[config.mk]
export PLATFORM = sky130hd
export DESIGN_NAME = pipe_ctrl
export DESIGN_NICKNAME = d
export VERILOG_FILES = /design/src/rtl/pipe_ctrl_pkg.sv /design/src/rtl/pipe_ctrl_sat_cnt.sv /design/src/rtl/pipe_ctrl.sv
export SDC_FILE = /design/constraint.sdc
export NUM_CORES = 1
export LEC_CHECK = 0
export BUFFER_PORTS_ARGS = -buffer_cell sky130_fd_sc_hd__buf_2
export CORE_UTILIZATION = 49
export CTS_CLUSTER_DIAMETER = 150
export DETAILED_ROUTE_END_ITERATION = 12
export HOLD_SLACK_MARGIN = 0.08
export PLACE_DENSITY = 0.85
export SLEW_MARGIN = 20
export SYNTH_ARGS = -nofsm -noshare
export SYNTH_HDL_FRONTEND = slang
export SYNTH_SLANG_ARGS = --single-unit
[constraint.sdc]
create_clock -name clk -period 1.9 [get_ports clk]
set_input_delay 0 -clock clk [delete_from_list [all_inputs] [get_ports clk]]
set_output_delay 0 -clock clk [all_outputs]
set_load 0.05 [all_outputs]
[src/rtl/pipe_ctrl_pkg.sv]
// Shared constants for the mycpu pipeline controller.
// Stage indices of the pipeline registers and the default stall bus width.
package pipe_ctrl_pkg;

    localparam int NSTAGE_DEF = 5;
    localparam int STALL_BUS  = NSTAGE_DEF + 1;

    localparam int PC_IDX  = 0;
    localparam int ID_IDX  = 1;
    localparam int EX_IDX  = 2;
    localparam int MEM_IDX = 3;
    localparam int WB_IDX  = 4;
    localparam int RF_IDX  = 5;

endpackage

[src/rtl/pipe_ctrl_sat_cnt.sv]
// Saturating up-counter with synchronous clear (clr wins over inc).
// Ports: clk, inc (count this cycle), clr (zero the count), q (count, sticks at all ones).
module sat_cnt #(
    parameter int W = 32
) (
    input  logic         clk,
    input  logic         inc,
    input  logic         clr,
    output logic [W-1:0] q
);

    always_ff @(posedge clk) begin
        if (clr) begin
            q <= '0;
        end else if (inc && (q != '1)) begin
            q <= q + W'(1);
        end
    end

endmodule

[src/rtl/pipe_ctrl.sv]
// Pipeline controller: merges stall/flush requests, tracks per-register valid bits,
// watches for hangs and counts stall cycles and accepted flushes.
// Ports: clk, rst (sync, active low), stallreq, fetch_valid, flush_req, flush_stage ->
//        flush_ack, stall, flush, stage_valid, hang_err, stall_cycles, flush_count.
module pipe_ctrl
    import pipe_ctrl_pkg::*;
#(
    parameter int NSTAGE   = NSTAGE_DEF,
    parameter int SW       = $clog2(NSTAGE + 1),
    parameter int CNT_W    = 32,
    parameter int WDOG_MAX = 256
) (
    input  logic              clk,
    input  logic              rst,
    input  logic [NSTAGE-1:0] stallreq,
    input  logic              fetch_valid,
    input  logic              flush_req,
    input  logic [SW-1:0]     flush_stage,
    output logic              flush_ack,
    output logic [NSTAGE:0]   stall,
    output logic [NSTAGE:0]   flush,
    output logic [NSTAGE-1:0] stage_valid,
    output logic              hang_err,
    output logic [CNT_W-1:0]  stall_cycles,
    output logic [CNT_W-1:0]  flush_count
);

    logic [NSTAGE:0]   stall_raw;
    logic [NSTAGE:0]   kill;
    logic              older;
    logic              req_ok;
    logic              acc;
    logic [NSTAGE-1:0] valid_q;
    logic [NSTAGE:0]   vin;
    logic              hang_q;

    // stall_raw[j] is set when any stage at or beyond j holds, so the
    // oldest requester freezes itself and everything younger.
    always_comb begin
        stall_raw = '0;
        acc       = 1'b0;
        for (int j = NSTAGE; j >= 1; j--) begin
            acc          = acc | stallreq[j-1];
            stall_raw[j] = acc;
        end
        stall_raw[PC_IDX] = acc;
    end

    // A flush is blocked only by a hold from a stage older than f;
    // holds from stages <= f belong to instructions being killed.
    always_comb begin
        older = 1'b0;
        kill  = '0;
        for (int i = 0; i < NSTAGE; i++) begin
            if (i >= int'(flush_stage)) older = older | stallreq[i];
        end
        for (int j = 1; j <= NSTAGE; j++) begin
            kill[j] = (j <= int'(flush_stage));
        end
        req_ok = flush_req && (flush_stage != '0) &&
                 (int'(flush_stage) <= NSTAGE);
    end

    always_comb begin
        flush_ack = 1'b0;
        stall     = '0;
        flush     = '0;
        if (!rst) begin
            flush = '1;
        end else if (req_ok && !older) begin
            flush_ack = 1'b1;
            flush     = kill;
        end else begin
            stall = stall_raw;
        end
    end

    assign vin = {valid_q, fetch_valid};

    always_ff @(posedge clk) begin
        if (!rst) begin
            valid_q <= '0;
        end else begin
            for (int j = 1; j <= NSTAGE; j++) begin
                if (flush[j])        valid_q[j-1] <= 1'b0;
                else if (stall[j])   valid_q[j-1] <= valid_q[j-1];
                else if (stall[j-1]) valid_q[j-1] <= 1'b0;
                else                 valid_q[j-1] <= vin[j-1];
            end
        end
    end

    assign stage_valid = valid_q;

    generate
        if (WDOG_MAX > 0) begin : g_wdog
            localparam int WD_W = $clog2(WDOG_MAX + 1);
            logic [WD_W-1:0] wd_q;

            // Count saturates at WDOG_MAX; the error is raised by the
            // same edge that brings the count to WDOG_MAX.
            always_ff @(posedge clk) begin
                if (!rst) begin
                    wd_q   <= '0;
                    hang_q <= 1'b0;
                end else begin
                    if (!stall[PC_IDX]) begin
                        wd_q <= '0;
                    end else if (wd_q != WD_W'(WDOG_MAX)) begin
                        wd_q <= wd_q + WD_W'(1);
                    end
                    if (stall[PC_IDX] && (wd_q >= WD_W'(WDOG_MAX - 1))) begin
                        hang_q <= 1'b1;
                    end
                end
            end
        end else begin : g_no_wdog
            assign hang_q = 1'b0;
        end
    endgenerate

    assign hang_err = hang_q;

    sat_cnt #(.W(CNT_W)) u_stall_cnt (
        .clk (clk),
        .inc (stall[PC_IDX]),
        .clr (!rst),
        .q   (stall_cycles)
    );

    sat_cnt #(.W(CNT_W)) u_flush_cnt (
        .clk (clk),
        .inc (flush_ack),
        .clr (!rst),
        .q   (flush_count)
    );

endmodule
# Word-level counts from Yosys, hierarchy flattened
# Cells that the tools add are included.
# word_totals
reg_bits	79
in_bits	12
out_inout_bits	83
wordCells	66
# op_classes
add_sub_neg	3
order_cmp	12
eq_ne	3
muxes	16
bitwise	9
reduce_logical	14
# ops
cell	n
$add A32 B1 Y32 const B	2
$ne A32 B32 Y1 const B	2
$mux W6	4
$mux W1	12
$reduce_or A2 Y1	5
$add A9 B1 Y9 const B	1
$ge A9 B8 Y1 const B	1
$ne A9 B9 Y1 const B	1
$or A1 B1 Y1	8
$ge A1 B3 Y1 const A	2
$ge A2 B3 Y1 const A	2
$le A2 B3 Y1 const A	2
$le A3 B3 Y1 const A	2
$logic_and A1 B1 Y1	6
$ge A3 B3 Y1 const A	1
$le A1 B3 Y1 const A	1
$le A3 B3 Y1 const B	1
$reduce_bool A3 Y1	1
$reduce_and A2 Y1	1
$logic_not A1 Y1	1
$not A1 Y1	1

# Logic depth before layout (Yosys ltp)
# Gate-level depths: netlist (run 1).
# depth
word_depth	15
ltp_mapped	10
ltp_nobuf	8

# Modules after synthesis
# A second synthesis (run 1) with hierarchy kept.
# hier_totals
hier_cells	515
hier_area_um2	4291.6
# by_module_without_submodules
module	n_inst	cells_per_inst	area_per_inst_um2	seq_area_each_um2
sat_cnt	2	199	1674.1	640.6
pipe_ctrl	1	117	943.4	300.3

# Worst setup path before layout (run 1)
# No wires, ideal clock.
# synth_path
path_type	input to register
start	in flush_stage[0]
end	reg valid_q[2], in the netlist stage_valid[2]
setup_time_ps	60
arrival_ps	2253
required_ps	1840
setup_slack_ps	-413
path_stages	7
n_path_buf	0
path_cell_list	or3b_1 a31oi_4 o21a_1 nor2_1 clkinv_1 nor2_1 a22o_1
# synth_via
elab_cells_between_ends	27
classes_between	order compare (7); mux (10); bitwise (4); reduce/logical (6)
# synth_lines
item	line	source
start: declaration	pipe_ctrl.sv:18	input logic [SW-1:0] flush_stage,
$ge A1 B3 Y1	pipe_ctrl.sv:55	if (i >= int'(flush_stage)) older = older | stallreq[i];
$mux W1	pipe_ctrl.sv:55	
$or A1 B1 Y1	pipe_ctrl.sv:55	
$mux W1	pipe_ctrl.sv:55	
$or A1 B1 Y1	pipe_ctrl.sv:55	
$mux W1	pipe_ctrl.sv:55	
$or A1 B1 Y1	pipe_ctrl.sv:55	
$mux W1	pipe_ctrl.sv:55	
$or A1 B1 Y1	pipe_ctrl.sv:55	
$mux W1	pipe_ctrl.sv:55	
$logic_not A1 Y1	pipe_ctrl.sv:70	end else if (req_ok && !older) begin
$logic_and A1 B1 Y1 (*)	pipe_ctrl.sv:70	
$mux W6 (*)	pipe_ctrl.sv:70	
$mux W6 (*)	pipe_ctrl.sv:68	if (!rst) begin
via stall[3]	pipe_ctrl.sv:20	output logic [NSTAGE:0] stall,
end signal: indexed assignment	pipe_ctrl.sv:86	else if (stall[j]) valid_q[j-1] <= valid_q[j-1];
end signal: indexed assignment	pipe_ctrl.sv:88	else valid_q[j-1] <= vin[j-1];
end: declaration	pipe_ctrl.sv:33	logic [NSTAGE-1:0] valid_q;
# The timed path passes the listed nets; every way through them passes the cells marked *.
# A chain may end at the register's enable or synchronous reset.

# Final worst setup path (run 1)
# layout_path
start	reg u_flush_cnt.q[23]
end	reg u_flush_cnt.q[2]
# layout_via
elab_chain_len	2
# layout_rtl
item	line	source
start: declaration	pipe_ctrl_sat_cnt.sv:9	output logic [W-1:0] q
start signal: assignment	pipe_ctrl_sat_cnt.sv:16	q <= q + W'(1);
$ne A32 B32 Y1	pipe_ctrl_sat_cnt.sv:15	end else if (inc && (q != '1)) begin
$logic_and A1 B1 Y1	pipe_ctrl_sat_cnt.sv:15	
# Every way passes these cells.

==> results of run 1 <==
## kinds of logic (layout without fill, tap and decap cells)
| group | Yosys count | after routing | synth area share (%) |
|---|---|---|---|
| compound gates | 61 | 61 | 9.80 |
| xor+xnor | 34 | 34 | 7.18 |
| fa+ha+maj | 5 | 5 | 1.51 |
| buf+inv | 39 | 169 | 4.65 |
| flops | 79 | 79 | 38.1 |
| mux | 19 | 19 | 4.59 |
| simple gates | 258 | 258 | 34.1 |
## cell usage in the layout (no fill, tap or decap), types with 3 or more instances in the layout
master         count
o21ai_0           13
or4_1              7
xnor2_1           31
ha_1               5
and3_1            11
dfxtp_4           16
nand4_1           24
nor3_2             4
nor4_2             4
and4_1             6
nor4b_1            4
xor2_1             3
mux2i_1           19
nand3_1           21
nor2_4             3
a21oi_1           20
buf_2             94
inv_1             13
nor4_1            12
nor4_4             4
dfxtp_1           27
buf_4             34
o31ai_1            6
clkbuf_8           9
nor2_1            50
nor3_1            14
dfxtp_2           36
dlygate4sd3_1      7
nand2_1           54
o21ai_1            7
or3_1              9
nand2b_1          13
## routing by layer
layer	part of all wire (%)	track usage, %
met1	43	29.5
met2	50	44.2
met3	5.4	5.42
met4	1.8	9.49
met5	0	0
## per-stage QoR
step | utilization [%] | cell area (um^2)
2_1_floorplan | - | 4270
3_3_place_gp | 60.9 | 5000
3_5_place_dp | 60.9 | 5000
4_1_cts | 64.4 | 5300
5_1_grt | 66.1 | 5430
6_report | 66.1 | 5430
## what timing repair did
action,4_1_cts,5_1_grt
pin swaps,1,8
cloned,0,0
hold buffers,7,0
setup endpoints to repair,13,53
buffers inserted,0,5
endpoints found under the hold margin,4,0
gates resized for setup,2,25
## flip-flops by register name (all words and copies together), names as in the netlist
register / cells
hang_err: 1
stage_valid: 5
u_flush_cnt.q: 32
g_wdog.wd_q: 9
u_stall_cnt.q: 32
## worst min path at each step
stage	from	to	slack [ps]	depth (start not counted)
floorplan	fetch_valid	stage_valid[0]	140	2
global placement	fetch_valid	stage_valid[0]	250	3
detailed placement	fetch_valid	stage_valid[0]	260	3
CTS	stallreq[4]	stage_valid[4]	80	4
global route	stallreq[4]	stage_valid[4]	100	4
finish	stallreq[4]	stage_valid[4]	100	4
## worst reg2reg max path: stages (launching register included)
cell     delay [ps]
dfxtp_4         380
nand4_1         170
or3_4           470
nor3b_4         270
buf_6           180
nor2_4           60
nand2_1         110
mux2i_1         210
## final cells by class
type | count | area share (%)
multi-input combinational | 377 | 45.9
timing repair buffer | 139 | 15.8
tap | 105 | 2.42
clock inverter | 5 | 1.01
clock buffer | 11 | 2.81
sequential | 79 | 31.1
inverter | 14 | 0.968
## power breakdown
group | switching [mW] | internal [mW]
sequential | 0.0150 | 1.65
clock | 0.655 | 0.687
combinational | 0.232 | 0.0933
==> results_dict.tcl, run 1 <==
set metrics [dict create \
    status "finished with violations" \
    violations "negative setup slack" \
    hp-class "input pin to register" \
    crit_cells 7 \
    final_nets 637 \
    cts_root_buffer "clkbuf_8" \
    path_delay_family "simple AND/OR/NAND/NOR gates" \
    yosysSeqAreaShare_pct 38.1 \
    synth_area_um2 4150 \
    synth_cells 495 \
    cts.sinks 79 \
    peakVddDrop_v 0.000465 \
    numPortBuffers 94 \
    routabilityCongestion 0.916 \
    yosys-top-cells-area "dfxtp_1, xnor2_1, nand2_1" \
    rsz0062_at_grt "yes" \
    grt_max_degree 37 \
    drtIter0Drc 211 \
    timing.rr.end "u_flush_cnt.q[2]" \
    place.detailed.hpwl_mm 7.61 \
    ys.flop_type "dfxtp_1" \
    multi_input_area_um2 2490 \
    finalPower_mw 3.33 \
    synthToLayoutAreaGrowth_pct 30.9 \
    setup.worst_path.end "u_flush_cnt.q[2]" \
    core_um2 8220 \
    syn-num-nets 512 \
    synth_top_cell_area_share_pct 38.1 \
    crit_arrival_ps 2200 \
    cts.reportedPaths.clkPinSlew_ps 90 \
    drt-total-wl_mm 11.1 \
    period_minus_slack_ps 1930 \
    vias 4229 \
    synth_commonest_cells "dfxtp_1, nand2_1, nor2_1" \
    post-synth-top-area-cell "dfxtp_1" \
    avgSynthCellArea_um2 8.38 \
    ys_ff_latch 79 \
    cp.required_ps 2170 \
    reg2reg_from "u_flush_cnt.q[23]" \
    max_freq_mhz 519 \
    cts_tree "yes" \
    cp_slowest_cell "or3_4" \
    p_leak_nw 2.16 \
    critPathCaptureType "register" \
    slew_headroom_pct 65.8 \
    setup_ws_ps -27.1 \
    cp_slowest_stage_delay_ps 470 \
    tightest_slew_ps 511 \
    die_y_um 94.0 \
    yosys_warnings 0 \
    power_density_nw_per_um2 613 \
    fin_skew_ps 17.4 \
    numCtsBuffers 9 \
    dr.pass1.iters 6 \
    track_usage_pct 25.0 \
    synth.most_common_cell "dfxtp_1" \
    finalCritPeriodShare_pct 101 \
    clk_latency_ps 360 \
    cap_violations 0 \
    drive_gt1_share_pct 37.3 \
    path_buf_inv 1 \
    hold_violations 0 \
    nFillCells 654 \
    grt_pass1_vias 3870 \
    n_antenna_cell 0 \
    dp_worst_setup_slack_ps -44.1 \
    htreeDepth 3 \
    startpoint_type "register" \
    final_cells 730 \
    fin_tns_setup_ps -54.5 \
    postRouteAntennaNets 0 \
    grt_overflow 0 \
    synth-edff-count 0 \
    synth_cell_types 52 \
    fp.dieW_um 94.0 \
    cp_max_fo 8 \
    grt_pass1_wl_mm 17.5 \
    synthArstFlopShare_pct 0 \
    avgRoutedWirePerCell_um 15.2 \
    drv_slew 0 \
    reg2regPathDepth 7 \
    via_per_inst 5.79 \
    io_pins 95 \
    holdWs_ps 97.4 \
    drc 0 \
    path_cells "nand4_1, or3_4, nor3b_4, buf_6, nor2_4, nand2_1, mux2i_1" \
    seq_area_um2 1690 \
    num_rows 33 \
    setup_viol 3 \
    start_util_pct 50.5 \
    crit_type "register to register" \
    antenna_found_initial 0 \
    dieArea_um2 8840 \
    ff2ff_setup_slack_ps -30 \
    critPathLaunch "u_flush_cnt.q[23]" \
    place_inst 702 \
    ctsLongestPathBuffers 2 \
]
No activity file was read; power rests on OpenSTA's default activity.
==> run 2, diff against run 1 <==
--- a/constraint.sdc
+++ b/constraint.sdc
@@ -3,2 +3,2 @@
 set_output_delay 0 -clock clk [all_outputs]
-set_load 0.05 [all_outputs]
+set_load 0.02 [all_outputs]
==> run 2 against run 1 <==
Net effect:
- the flow now finishes without violations
- sequential share of layout area shrank 2.5 points
- cell area grew 3.8%
- largest power group unchanged
- sequential power is essentially flat
- highest routed layer unchanged
==> results_dict.tcl, run 2 (synthesis gave the netlist of run 1 again) <==
set metrics [dict create \
    grt_pass1_wl_mm 17.3 \
    worst_hold_path.num_cells 4 \
    routabilityCongestion 0.856 \
    hold_path.startpoint "flush_stage[0]" \
    fin_tns_setup_ps 0 \
    cp_slowest_cell "dfxtp_2" \
    avgRoutedWirePerCell_um 14.9 \
    finalCritPeriodShare_pct 98.8 \
    numCtsBuffers 9 \
    cts_root_buffer "clkbuf_8" \
    fin_skew_ps 7.41 \
    cts.reportedPaths.clkPinSlew_ps 80 \
    holdPathEnd "stage_valid[4]" \
    num_rows 33 \
    htreeDepth 3 \
    ctsLongestPathBuffers 2 \
    cts.sinks 79 \
    tightest_slew_ps 590 \
    reg2regPathDepth 8 \
    status "finished, final reports clean" \
    cts_tree "yes" \
    power_density_nw_per_um2 572 \
    period_minus_slack_ps 1880 \
    final_util_pct 68.6 \
    clk_latency_ps 350 \
    mostFrequentLayoutCell "buf_2" \
    crit_type "register to register" \
    p_leak_nw 2.31 \
    n_antenna_cell 0 \
    drt-total-wl_mm 11.3 \
    crit_arrival_ps 2120 \
    antenna_found_initial 0 \
    setup_viol 0 \
    core_um2 8220 \
    fp.dieW_um 94.0 \
    hold_violations 0 \
    startpoint_type "register" \
    io_pins 95 \
    drv_slew 0 \
    hp-class "input pin to register" \
    start_util_pct 50.5 \
    setup_ws_ps 22.6 \
    multi_input_area_um2 2560 \
    die_y_um 94.0 \
    cp.required_ps 2140 \
    ff2ff_setup_slack_ps 20 \
    mostFrequentLayoutCells "buf_2, buf_4, dfxtp_1" \
    cp_slowest_stage_delay_ps 360 \
    dr.pass1.iters 5 \
    nFillCells 623 \
    cp_max_fo 6 \
    timing.rr.end "u_flush_cnt.q[25]" \
    numPortBuffers 94 \
    slew_headroom_pct 60.5 \
    reg_top3 "u_flush_cnt.q x32, u_stall_cnt.q x32, g_wdog.wd_q x9" \
    grt_max_degree 37 \
    critPathCaptureType "register" \
    path_cells "nand4_1, buf_6, buf_4, nor4_4, nand2_4, nor4_2, xnor2_1, nor2_1" \
    via_per_inst 5.73 \
    seq_area_um2 1610 \
    drtIter0Drc 134 \
    max_freq_mhz 533 \
    track_usage_pct 24.6 \
    postRouteAntennaNets 0 \
    vias 4350 \
    place.detailed.hpwl_mm 7.77 \
    grt_overflow 0 \
    drc 0 \
    final_nets 666 \
    dp_worst_setup_slack_ps -68.6 \
    reg2reg_from "u_flush_cnt.q[13]" \
    peakVddDrop_v 0.000346 \
    cap_violations 0 \
    drive_gt1_share_pct 35.6 \
    grt_pass1_vias 3888 \
    dieArea_um2 8840 \
    synthToLayoutAreaGrowth_pct 35.8 \
]
==> run 2: cell types whose count changed in the layout (fill, tap and decap cells not counted), sizes merged <==
cell,previous run,this run
clkinvlp,0,3
buf,132,162
dlygate4sd3,7,6
inv,15,14
clkinv,3,1
==> run 2: worst max path at each step <==
| stage | endpoint | cells after the start | slack, ps | from |
|---|---|---|---|---|
| 3_3_place_gp | u_stall_cnt.q[20] | 6 | 40 | u_stall_cnt.q[9] |
| 5_1_grt | u_flush_cnt.q[10] | 9 | -70 | u_flush_cnt.q[13] |
| 6_report | u_flush_cnt.q[25] | 8 | 20 | u_flush_cnt.q[13] |
| 4_1_cts | u_flush_cnt.q[13] | 7 | -10 | u_flush_cnt.q[3] |
| 2_1_floorplan | u_flush_cnt.q[31] | 6 | 0.3 | u_flush_cnt.q[7] |
| 3_5_place_dp | u_stall_cnt.q[20] | 6 | -70 | u_stall_cnt.q[9] |
==> run 2: stage by stage <==
stage                     std cells  hold slack (ps)  power (mW)  area, um^2
after global routing            759             94.0        3.34        5630
after CTS                       751             90.4        3.23        5400
after global placement          726              245        1.97        5090
final                           759             84.7        3.22        5630
after detailed placement        726              253        1.97        5090
after floorplan                 495              136        1.89        4170
==> run 2: critical path: cells and delay by family, from the launching register on <==
family,cells,cell delay (ps)
XOR/XNOR,1,170
AND/OR/NAND/NOR,5,960
flip-flops,1,360
buffers and inverters,2,280
==> run 2: final cells by class <==
cell class                 instances  share of cell area [%]
timing repair buffer             168                    19.3
clock buffer                      11                    2.51
tap                              105                    2.33
inverter                          14                   0.933
multi-input combinational        377                    45.4
sequential                        79                    28.6
clock inverter                     5                    1.02
==> run 2: metal layers <==
metal | global-route usage [%] | part of all wire [%]
met3 | 5.26 | 5.9
met5 | 0 | 0
met2 | 42.8 | 50
met1 | 29.1 | 42
met4 | 10.0 | 1.9
==> run 2: what timing repair did <==
action	4_1_cts	5_1_grt
pin swaps	3	13
setup endpoints to repair	16	53
buffers inserted	3	9
hold buffers	6	0
gates resized for setup	5	44
endpoints found under the hold margin	4	0
==> run 2: report_power, final <==
| part | switching [mW] | internal, mW | leakage [nW] | total (mW) |
|---|---|---|---|---|
| clock network | 0.638 | 0.641 | 0.0916 | 1.28 |
| logic | 0.174 | 0.0943 | 1.57 | 0.268 |
| registers | 0.0119 | 1.66 | 0.647 | 1.68 |
==> run 3, diff against run 2 <==
Settings changed: BUFFER_PORTS_ARGS -buffer_cell sky130_fd_sc_hd__buf_2 to default, CORE_UTILIZATION 49 to 57, DONT_BUFFER_PORTS from default to 1, PLACE_DENSITY 0.85 to 0.84.
==> run 3 against run 2 <==
Net effect:
- the flow now finishes with violations (negative setup slack)
- global-route usage increased by 6.1 points
- final cell count is 9.1% lower
- largest cell class unchanged
- sequential share of layout area up 1.0 points
- critical endpoint is now u_flush_cnt.q[14]
- clock power is 7% higher
- sequential cell count stayed put
- combinational power barely moved
- hold slack better by 25 ps
- cell area fell by 3.9%
==> results_dict.tcl, run 3 (synthesis gave the netlist of run 1 again) <==
set metrics [dict create \
    synthToLayoutAreaGrowth_pct 30.5 \
    p_leak_nw 1.99 \
    crit_arrival_ps 2220 \
    place.detailed.hpwl_mm 7.64 \
    setup_ws_ps -57.0 \
    final_cells 690 \
    dr.pass1.iters 5 \
    core_um2 6910 \
    mostFrequentLayoutCell "buf_4" \
    power_density_nw_per_um2 613 \
    slew_headroom_pct 54.8 \
    reg2regPathDepth 6 \
    grt_pass1_vias 4096 \
    cap_violations 0 \
    max_freq_mhz 511 \
    avgRoutedWirePerCell_um 17.3 \
    n_antenna_cell 0 \
    period_minus_slack_ps 1960 \
    hold_violations 0 \
    htreeDepth 3 \
    vias 4214 \
    cp.required_ps 2170 \
    drive_gt1_share_pct 26.9 \
    num_rows 30 \
    rsz0062_at_grt "yes" \
    numCtsBuffers 9 \
    dieArea_um2 7620 \
    track_usage_pct 30.6 \
    reg2reg_from "u_flush_cnt.q[24]" \
    mostFrequentLayoutCells "buf_4, dfxtp_1, nand2_1" \
    worst_hold_path.num_cells 4 \
    crit_type "register to register" \
    tightest_slew_ps 674 \
    violations "negative setup slack" \
    final_nets 607 \
    timing.rr.end "u_flush_cnt.q[14]" \
    placedInstanceArea_um2 4850 \
    stdcell_area_um2 5410 \
    drtIter0Drc 220 \
    fp.dieW_um 87.3 \
    postRouteAntennaNets 0 \
    peakVddDrop_v 0.000376 \
    holdPathEnd "stage_valid[3]" \
    cts.sinks 79 \
    antenna_found_initial 0 \
    routabilityCongestion 0.841 \
    cts.reportedPaths.clkPinSlew_ps 80 \
    start_util_pct 60.1 \
    drc 0 \
    status "finished with violations" \
    cp_max_fo 4 \
    cts_tree "yes" \
    grt_pass1_wl_mm 18.4 \
    finalCritPeriodShare_pct 103 \
    cts_root_buffer "clkbuf_8" \
    ff2ff_setup_slack_ps -60 \
    clk_latency_ps 350 \
    hp-class "input pin to register" \
    reg_top3 "u_flush_cnt.q x32, u_stall_cnt.q x32, g_wdog.wd_q x9" \
    via_per_inst 6.11 \
    grt_max_degree 38 \
    critPathCaptureType "register" \
    fin_tns_setup_ps -111 \
    setup_viol 3 \
    numPortBuffers 0 \
    drt-total-wl_mm 11.9 \
    die_y_um 87.3 \
    io_pins 95 \
    place_inst 658 \
    nFillCells 487 \
    startpoint_type "register" \
    ctsLongestPathBuffers 2 \
    fin_skew_ps 9.24 \
    grt_overflow 0 \
    drv_slew 0 \
    hold_path.startpoint "flush_stage[2]" \
]
==> run 3: stage by stage <==
stage / worst slack (ps) / total power, mW / hold WS (ps) / utilization [%]
2_1_floorplan: 0.302 / 1.89 / 136 / -
3_3_place_gp: 34.9 / 1.92 / 139 / 70.2
3_5_place_dp: -8.46 / 1.93 / 164 / 70.2
4_1_cts: 2.60 / 3.30 / 103 / 75.7
5_1_grt: -159 / 3.43 / 108 / 78.4
6_report: -57.0 / 3.32 / 110 / 78.4
==> run 3: how the worst max path moves through the flow <==
stage	startpoint	end	slack (ps)
final	u_flush_cnt.q[24]	u_flush_cnt.q[14]	-60
after global routing	u_flush_cnt.q[2]	u_flush_cnt.q[14]	-160
after CTS	u_flush_cnt.q[24]	u_flush_cnt.q[12]	3
after detailed placement	u_flush_cnt.q[5]	u_flush_cnt.q[24]	-8
after global placement	u_flush_cnt.q[0]	u_flush_cnt.q[22]	30
after floorplan	u_flush_cnt.q[7]	u_flush_cnt.q[31]	0.3
==> run 3: per-layer routing <==
metal  track usage (%)  share of wire [%]  vias to the layer above  wire length, um
met5                 0                  0                        -                0
met2              53.9                 50                      198             5980
met3              8.72                7.2                       55              856
li1                  -                  -                     1965                -
met4              14.9                3.5                        0              418
met1              33.7                 39                     1996             4680
==> run 3: critical path: stages, from the launching register on <==
cell	delay, ps
dfxtp_1	350
nand4_1	200
or4_4	620
o21ai_0	200
buf_4	170
o21ai_0	130
a21oi_1	210
==> run 3: power breakdown <==
part	switching, mW	internal (mW)	leakage [nW]	total [mW]
sequential	0.0124	1.67	0.644	1.68
combinational	0.168	0.0989	1.24	0.267
clock	0.601	0.771	0.103	1.37
total	0.781	2.54	1.99	3.32
==> run 3: timing repair <==
action / 4_1_cts / 5_1_grt
resized for setup: 1 / 39
hold buffers: 14 / 0
buffers inserted: 1 / 1
pin swaps: 1 / 23
cloned: 0 / 1
setup endpoints to repair: 12 / 52
endpoints found under the hold margin: 41 / 0
==> run 3: layout make-up <==
class,count,area (um^2),share of cell area [%]
Sequential cell,79,1600,29.6
Clock inverter,3,67.6,1.25
Inverter,14,52.6,0.971
Tap cell,96,120,2.22
Multi-Input combinational cell,377,2520,46.6
Clock buffer,12,145,2.68
Timing Repair Buffer,109,907,16.8
